[src/rtl/cdb_arbiter.sv]
// rtl/cdb_arbiter.sv - Tomasulo CDB arbiter: fixed priority with age promotion.
// Optional CDB_PERF_CNT_EN adds perf_bcast / perf_confl saturating counters.
module cdb_arbiter #(
    parameter int NUM_FU   = 4,
    parameter int TAG_W    = 4,
    parameter int DATA_W   = 16,
    parameter int MAX_WAIT = 8
) (
    input  logic                     clk1,
    input  logic                     reset,
    input  logic                     flush,
    input  logic [NUM_FU-1:0]        fu_req,
    input  logic [NUM_FU*TAG_W-1:0]  fu_tag,
    input  logic [NUM_FU*DATA_W-1:0] fu_data,
    output logic [NUM_FU-1:0]        fu_gnt,
    output logic                     cdb_valid,
    output logic [TAG_W-1:0]         cdb_tag,
    output logic [DATA_W-1:0]        cdb_data,
    output logic [2:0]               cdb_src
`ifdef CDB_PERF_CNT_EN
    ,
    output logic [15:0]              perf_bcast,
    output logic [15:0]              perf_confl
`endif
);

    localparam logic [3:0] MAX_W = 4'(MAX_WAIT);

    logic [3:0]        wait_cnt [NUM_FU];
    logic [NUM_FU-1:0] elig;
    logic [NUM_FU-1:0] promo;
    logic [2:0]        gnt_idx;
    logic              gnt_any;

    // Tag 0 means "no producer", so such requests are invisible to the arbiter.
    always_comb begin
        elig  = '0;
        promo = '0;
        for (int i = 0; i < NUM_FU; i++) begin
            elig[i]  = fu_req[i] && (fu_tag[i*TAG_W +: TAG_W] != '0);
            promo[i] = elig[i] && (wait_cnt[i] == MAX_W);
        end
    end

    // Descending scans let the lowest index win; the promoted scan overrides the plain one.
    always_comb begin
        gnt_idx = '0;
        gnt_any = 1'b0;
        fu_gnt  = '0;
        if (!reset && !flush) begin
            for (int i = NUM_FU - 1; i >= 0; i--) begin
                if (elig[i]) begin
                    gnt_idx = 3'(i);
                    gnt_any = 1'b1;
                end
            end
            for (int i = NUM_FU - 1; i >= 0; i--) begin
                if (promo[i]) gnt_idx = 3'(i);
            end
            if (gnt_any) fu_gnt = NUM_FU'(1) << gnt_idx;
        end
    end

    always_ff @(posedge clk1) begin
        if (reset) begin
            cdb_valid <= 1'b0;
            cdb_tag   <= '0;
            cdb_data  <= '0;
            cdb_src   <= '0;
        end else if (gnt_any && !flush) begin
            cdb_valid <= 1'b1;
            cdb_tag   <= fu_tag[gnt_idx*TAG_W +: TAG_W];
            cdb_data  <= fu_data[gnt_idx*DATA_W +: DATA_W];
            cdb_src   <= gnt_idx;
        end else begin
            cdb_valid <= 1'b0;
        end
    end

    // A flush freezes ageing without forgetting it.
    always_ff @(posedge clk1) begin
        for (int i = 0; i < NUM_FU; i++) begin
            if (reset || fu_gnt[i] || !elig[i])
                wait_cnt[i] <= '0;
            else if (!flush && wait_cnt[i] != MAX_W)
                wait_cnt[i] <= wait_cnt[i] + 4'd1;
        end
    end

`ifdef CDB_PERF_CNT_EN
    logic multi_req;
    assign multi_req = |(elig & (elig - NUM_FU'(1)));

    always_ff @(posedge clk1) begin
        if (reset) begin
            perf_bcast <= '0;
            perf_confl <= '0;
        end else begin
            if (cdb_valid && perf_bcast != 16'hFFFF) perf_bcast <= perf_bcast + 16'd1;
            if (multi_req && perf_confl != 16'hFFFF) perf_confl <= perf_confl + 16'd1;
        end
    end
`endif

endmodule
[config.mk]
export PLATFORM = sky130hd
export DESIGN_NAME = cdb_arbiter
export DESIGN_NICKNAME = d
export VERILOG_FILES = /design/src/rtl/cdb_arbiter.sv
export SDC_FILE = /design/constraint.sdc
export NUM_CORES = 1
export LEC_CHECK = 0
export CAP_MARGIN = 5
export CORE_ASPECT_RATIO = 0.9
export CORE_MARGIN = 1
export CORE_UTILIZATION = 37
export DETAILED_ROUTE_END_ITERATION = 7
export PLACE_DENSITY = 0.86
export SLEW_MARGIN = 20
export SYNTH_ARGS = -nofsm -noshare
export SYNTH_HDL_FRONTEND = slang
export SYNTH_SLANG_ARGS = --single-unit
[constraint.sdc]
create_clock -name clk1 -period 2.01 [get_ports clk1]
set_input_delay 0.402 -clock clk1 [delete_from_list [all_inputs] [get_ports clk1]]
set_output_delay 0.402 -clock clk1 [all_outputs]
set_load 0.01 [all_outputs]
Word level (Yosys, flattened, before mapping)
Memories as Yosys holds them, arrays and structs flattened.
Cells that the tools add are included.
- input bits: 87
- memory bits (writable): 16
- bits in registers: 24
- word-level logic and storage cells: 99
- output and inout bits: 28
- memories kept: 1
- add/sub/neg operators: 4
- shifts and indexed selects: 3
- muxes and demuxes: 43
- equal/unequal tests: 8
- bitwise logic cells: 4
- reduce and logical (&&, ||, !) cells: 32
- memory list (name ; depth ; bits a word ; rd ports ; clocked after memory_dff ; wr ports ; RTL line ; RTL):
    wait_cnt ; 4 ; 4 ; 4 ; 0 ; 4 ; 29 ; logic [3:0] wait_cnt [NUM_FU];
- operator list (cell ; count):
    64-bit by 8-bit variable part select with 16-bit output ; 1
    1-bit two-way mux ; 27
    3-bit two-way mux ; 9
    4-bit two-way mux ; 6
    4-bit by 1-bit adder with 4-bit output (second input constant) ; 4
    4-bit == test (second input constant) ; 4
    4-bit != test (second input constant) ; 4
    4-bit nonzero test ; 4
    16-bit by 6-bit variable part select with 4-bit output ; 1
    1-bit logical AND ; 14
    1-bit logical OR ; 8
    1-bit zero test ; 6
    1-bit OR ; 4
    1-bit by 3-bit << shifter with 4-bit output (first input constant) ; 1
    2-bit two-way mux ; 1

Logic depth before layout (Yosys ltp)
- depth after elaboration: 19
- mapped depth: 9
- depth with buffers taken out: 8

Least setup slack after synthesis
OpenSTA, ideal clock, no wires.
- kind: input to output
- start point: in fu_tag[4]
- end point: out fu_gnt[0]
- cell stages on the path: 6
- buffers on the path: 1
- setup slack: -0.193 ns
- data required time: 1.608 ns
- arrival time: 1.801 ns
- cell sequence: o41a_1 > a211oi_1 > o21ai_1 > nand2_1 > clkbuf_1 > nor2_1
- longest elaborated chain between the ends: 12
- elaborated cells on any way between the ends: 16
- ends and longest elaborated chain (what ; RTL line ; RTL):
    from (decl) ; 13 ; input logic [NUM_FU*TAG_W-1:0] fu_tag,
    4-bit nonzero test (*) ; 40 ; elig[i] = fu_req[i] && (fu_tag[i*TAG_W +: TAG_W] != '0);
    1-bit logical AND (*) ; 40 ;
    3-bit two-way mux (2 in a row) ; 52 ; if (elig[i]) begin
    3-bit two-way mux (4 in a row) ; 58 ; if (promo[i]) gnt_idx = 3'(i);
    3-bit two-way mux ; 50 ; if (!reset && !flush) begin
    1-bit by 3-bit << shifter with 4-bit output ; 60 ; if (gnt_any) fu_gnt = NUM_FU'(1) << gnt_idx;
    4-bit two-way mux (*) ; 60 ;
    4-bit two-way mux (*) ; 50 ;
    to (decl) ; 15 ; output logic [NUM_FU-1:0] fu_gnt,
Mark *: on every way between the ends. The rest lies on a longest branch, timed or not. The select of a mux whose other input is x is not followed.

==> results by group <==
Run status
  • Status: complete, but fails checks
  • Failing checks: negative setup slack

Pwr
  • Combinational Power Share: 36.9%
  • Pwr Total: around 2.5 mW
  • Power Internal: 1.78 mW
  • Power per Cell Area: between 500 and 600 mW/mm2
  • VDD IR max: 350 uV
  • Sw frac: 29.7%
  • Sequential share of power: ~37%
  • Pleak: 1.89 nW
  • Switching power: 0.751 mW
  • Clk network pwr share: roughly a quarter

Timing
  • Fin. Hold Viols: 0
  • Tcrit/Tclk final: 120%
  • Min Tclk post-route: 2.41 ns
  • Fin. max-slew vios: 0
  • Setup tns final: -10.33 ns
  • Fmax achieved: 0.415 GHz
  • Final setup fails: 57
  • Setup WS post-layout: -0.399 ns
  • RSZ-0062 raised after global routing: true
  • Clk_skew: 0.0154 ns

Logic synthesis
  • Synth top area share: 19.9%
  • Distinct cells, synth: 42
  • Mapped cell area: 0.00241 mm2
  • Number of enable flip-flop cells after synthesis: 16
  • Syn Inst Count: 239
  • Largest area contributor in the netlist: edfxtp_1
  • Yosys warning total: 0
  • Mapped Nets: 334
  • Yosys reg bits: 39
  • Avg Inst Size Synth: 10.1 um2
  • Async set-reset flop share out of synthesis: 0%
  • Seq/Total Area, Yosys: 39.1%
  • Top_reg_cell synth: dfxtp_1
  • Top cells by area, synth: edfxtp_1, dfxtp_1, mux2i_1, o221ai_1, nand2_1

Flow run
  • Max Cap Viol: 0

Die
  • Core Area: around 0.0062 mm2
  • Initial core utilization: ~39%
  • DIE AREA: ~0.0068 mm2
  • Die width: 87.0 um
  • Std cell rows: 27
  • Chip Height: between 70 and 80 um
  • Top-level port count: 115

Clocking
  • CTS tree: built
  • H-Tree Depth: 2
  • Worst skew pair latency: ~0.32 ns
  • CTS buffer count: 5
  • Clock transition at the registers of the reported paths: 0.09 ns
  • # clock sinks: 39
  • Bufs on Longest Clock Path: 2
  • Clock root buffer: clkbuf_8

Route
  • Via density per instance: ~5.4
  • Final WL: 9760 um
  • Drt drc: 0
  • Drt pass-1 iters: 4
  • DRT iter0 DRCs: between 150 and 200
  • Routed via count: 2,810
  • ANT nets after route: 0
  • WL per Instance: 18.6 um

Cells and area
  • Commonest non-fill, non-tap cell in the layout: clkdlybuf4s50_1
  • Final antenna diode count: 0
  • Non-filler cells, final: between 500 and 600
  • Commonest non-fill, non-tap cells in the layout: clkdlybuf4s50_1, buf_4, mux2i_1, nand2_1, dfxtp_1
  • Fill count: slightly above 400
  • Layout area overhead: 96.9%
  • Fraction of layout cells with a size suffix above 1: 38.0%
  • Nets: 531

Critical path
  • Crit path max fanout: 3
  • R2r setup slk: -0.33 ns
  • WP data required: 1.61 ns
  • Crit end category: output pin
  • Crit Path Class: reg -> out
  • Setup crit start kind: flip-flop
  • Worst path arrival time: roughly 2.0 ns

Global route
  • GRT overflow: 0
  • Vias in the first global route: around 3,000
  • First-pass GRT wire length: 14,100 um
  • Largest net degree at the start of global routing: 22
  • Initial antenna violation count: 0
  • Total global routing track utilization: 27.2%

Placement
  • Port buffer count: approximately 110
  • DP Worst Slack: -1.10 ns
  • Routability congestion estimate: roughly 0.9
  • Post-Place Cells: 485
  • DPL Wire Length: 6020 um

Worst hold path
  • HP Class: in -> reg
registers in the layout, summed over array words and instances (netlist names):
name and count:
cdb_valid 1, cdb_tag 4, cdb_data 16, wait_cnt 16, cdb_src 2
cells by family after synthesis:
kind of cell,count (synthesis),share of synthesized area (%)
flops,39,39.1
mux,40,16.6
xor+xnor,8,2.91
other cells,1,0.156
compound gates,48,18.4
fa+ha+maj,8,4.16
simple gates,70,13.7
buf+inv,25,4.99
path summary, 6_finish.rpt:
path / from / end / depth (start not counted)
max reg2reg: wait_cnt[2][0]$_SDFFCE_PN0P_ / wait_cnt[3][1]$_SDFFCE_PN0P_ / 12
min: fu_tag[10] / cdb_tag[2]$_SDFFE_PP0P_ / 3
min reg2reg: cdb_src[1]$_SDFFE_PP0P_ / cdb_src[1]$_SDFFE_PP0P_ / 2
max: wait_cnt[0][0]$_SDFFCE_PN0P_ / fu_gnt[3] / 8
cells in the mapped netlist, types with 2 or more instances:
cell type / n
mux2i_1: 40
nand2_1: 28
dfxtp_1: 23
nor2_1: 23
o221ai_1: 20
edfxtp_1: 16
inv_1: 14
ha_1: 8
clkbuf_1: 6
nand3_1: 5
nand3b_1: 4
xnor2_1: 4
xor2_1: 4
a21oi_1: 3
buf_4: 3
or3_1: 3
a2111o_1: 2
and3b_1: 2
buf_6: 2
o2111ai_1: 2
o21ai_0: 2
o21ai_1: 2
o22ai_1: 2
o41a_1: 2
o41ai_4: 2
stage by stage:
stage          utilization [%]  hold slack [ns]  cell area, um2
6_report                  76.3            0.442            4740
5_1_grt                   76.3            0.469            4740
4_1_cts                   74.3            0.452            4620
3_5_place_dp              65.6            0.444            4080
3_3_place_gp              65.6            0.432            4080
2_1_floorplan                -            0.467            2460
layout make-up:
cell class	count	area, um2	share of cell area [%]
Inverter	14	52.6	1.11
Multi-Input combinational cell	175	1650	34.8
Clock buffer	7	108	2.27
Tap cell	87	109	2.29
Clock inverter	1	5.00	0.106
Timing Repair Buffer	201	1880	39.6
Sequential cell	39	941	19.8
worst max-delay path, stage by stage (launching register included):
cell and delay (ns):
edfxtp_1 0.38, inv_1 0.06, ha_2 0.18, and3b_2 0.22, a22oi_2 0.22, o21a_1 0.23
nand2_2 0.13, nor2_4 0.15, buf_6 0.11
metal layers:
| layer | vias to the layer above | GRT usage (%) | routed length, um |
|---|---|---|---|
| li1 | 1287 | - | - |
| met1 | 1338 | 28.5 | 3550 |
| met2 | 150 | 49.8 | 4980 |
| met3 | 35 | 7.05 | 838 |
| met4 | 0 | 13.7 | 385 |
| met5 | - | 0 | 0 |
power groups by stage:
stage                     Combinational (mW)  Clock, mW  Sequential (mW)
after global placement                 0.720          0            0.935
after CTS                              0.867      0.653            0.923
after global routing                   0.982      0.706            0.933
after floorplan                        0.270          0            0.964
after detailed placement               0.738          0            0.940
final                                  0.932      0.671            0.926
repair_timing:
action,in CTS,in global routing
setup buffers,19,16
cloned,2,0
endpoints found under the setup margin,58,58
pin swaps,35,16
resized for setup,137,23
hold buffers,0,0
Note: power is estimated with default switching activity, not from simulation.
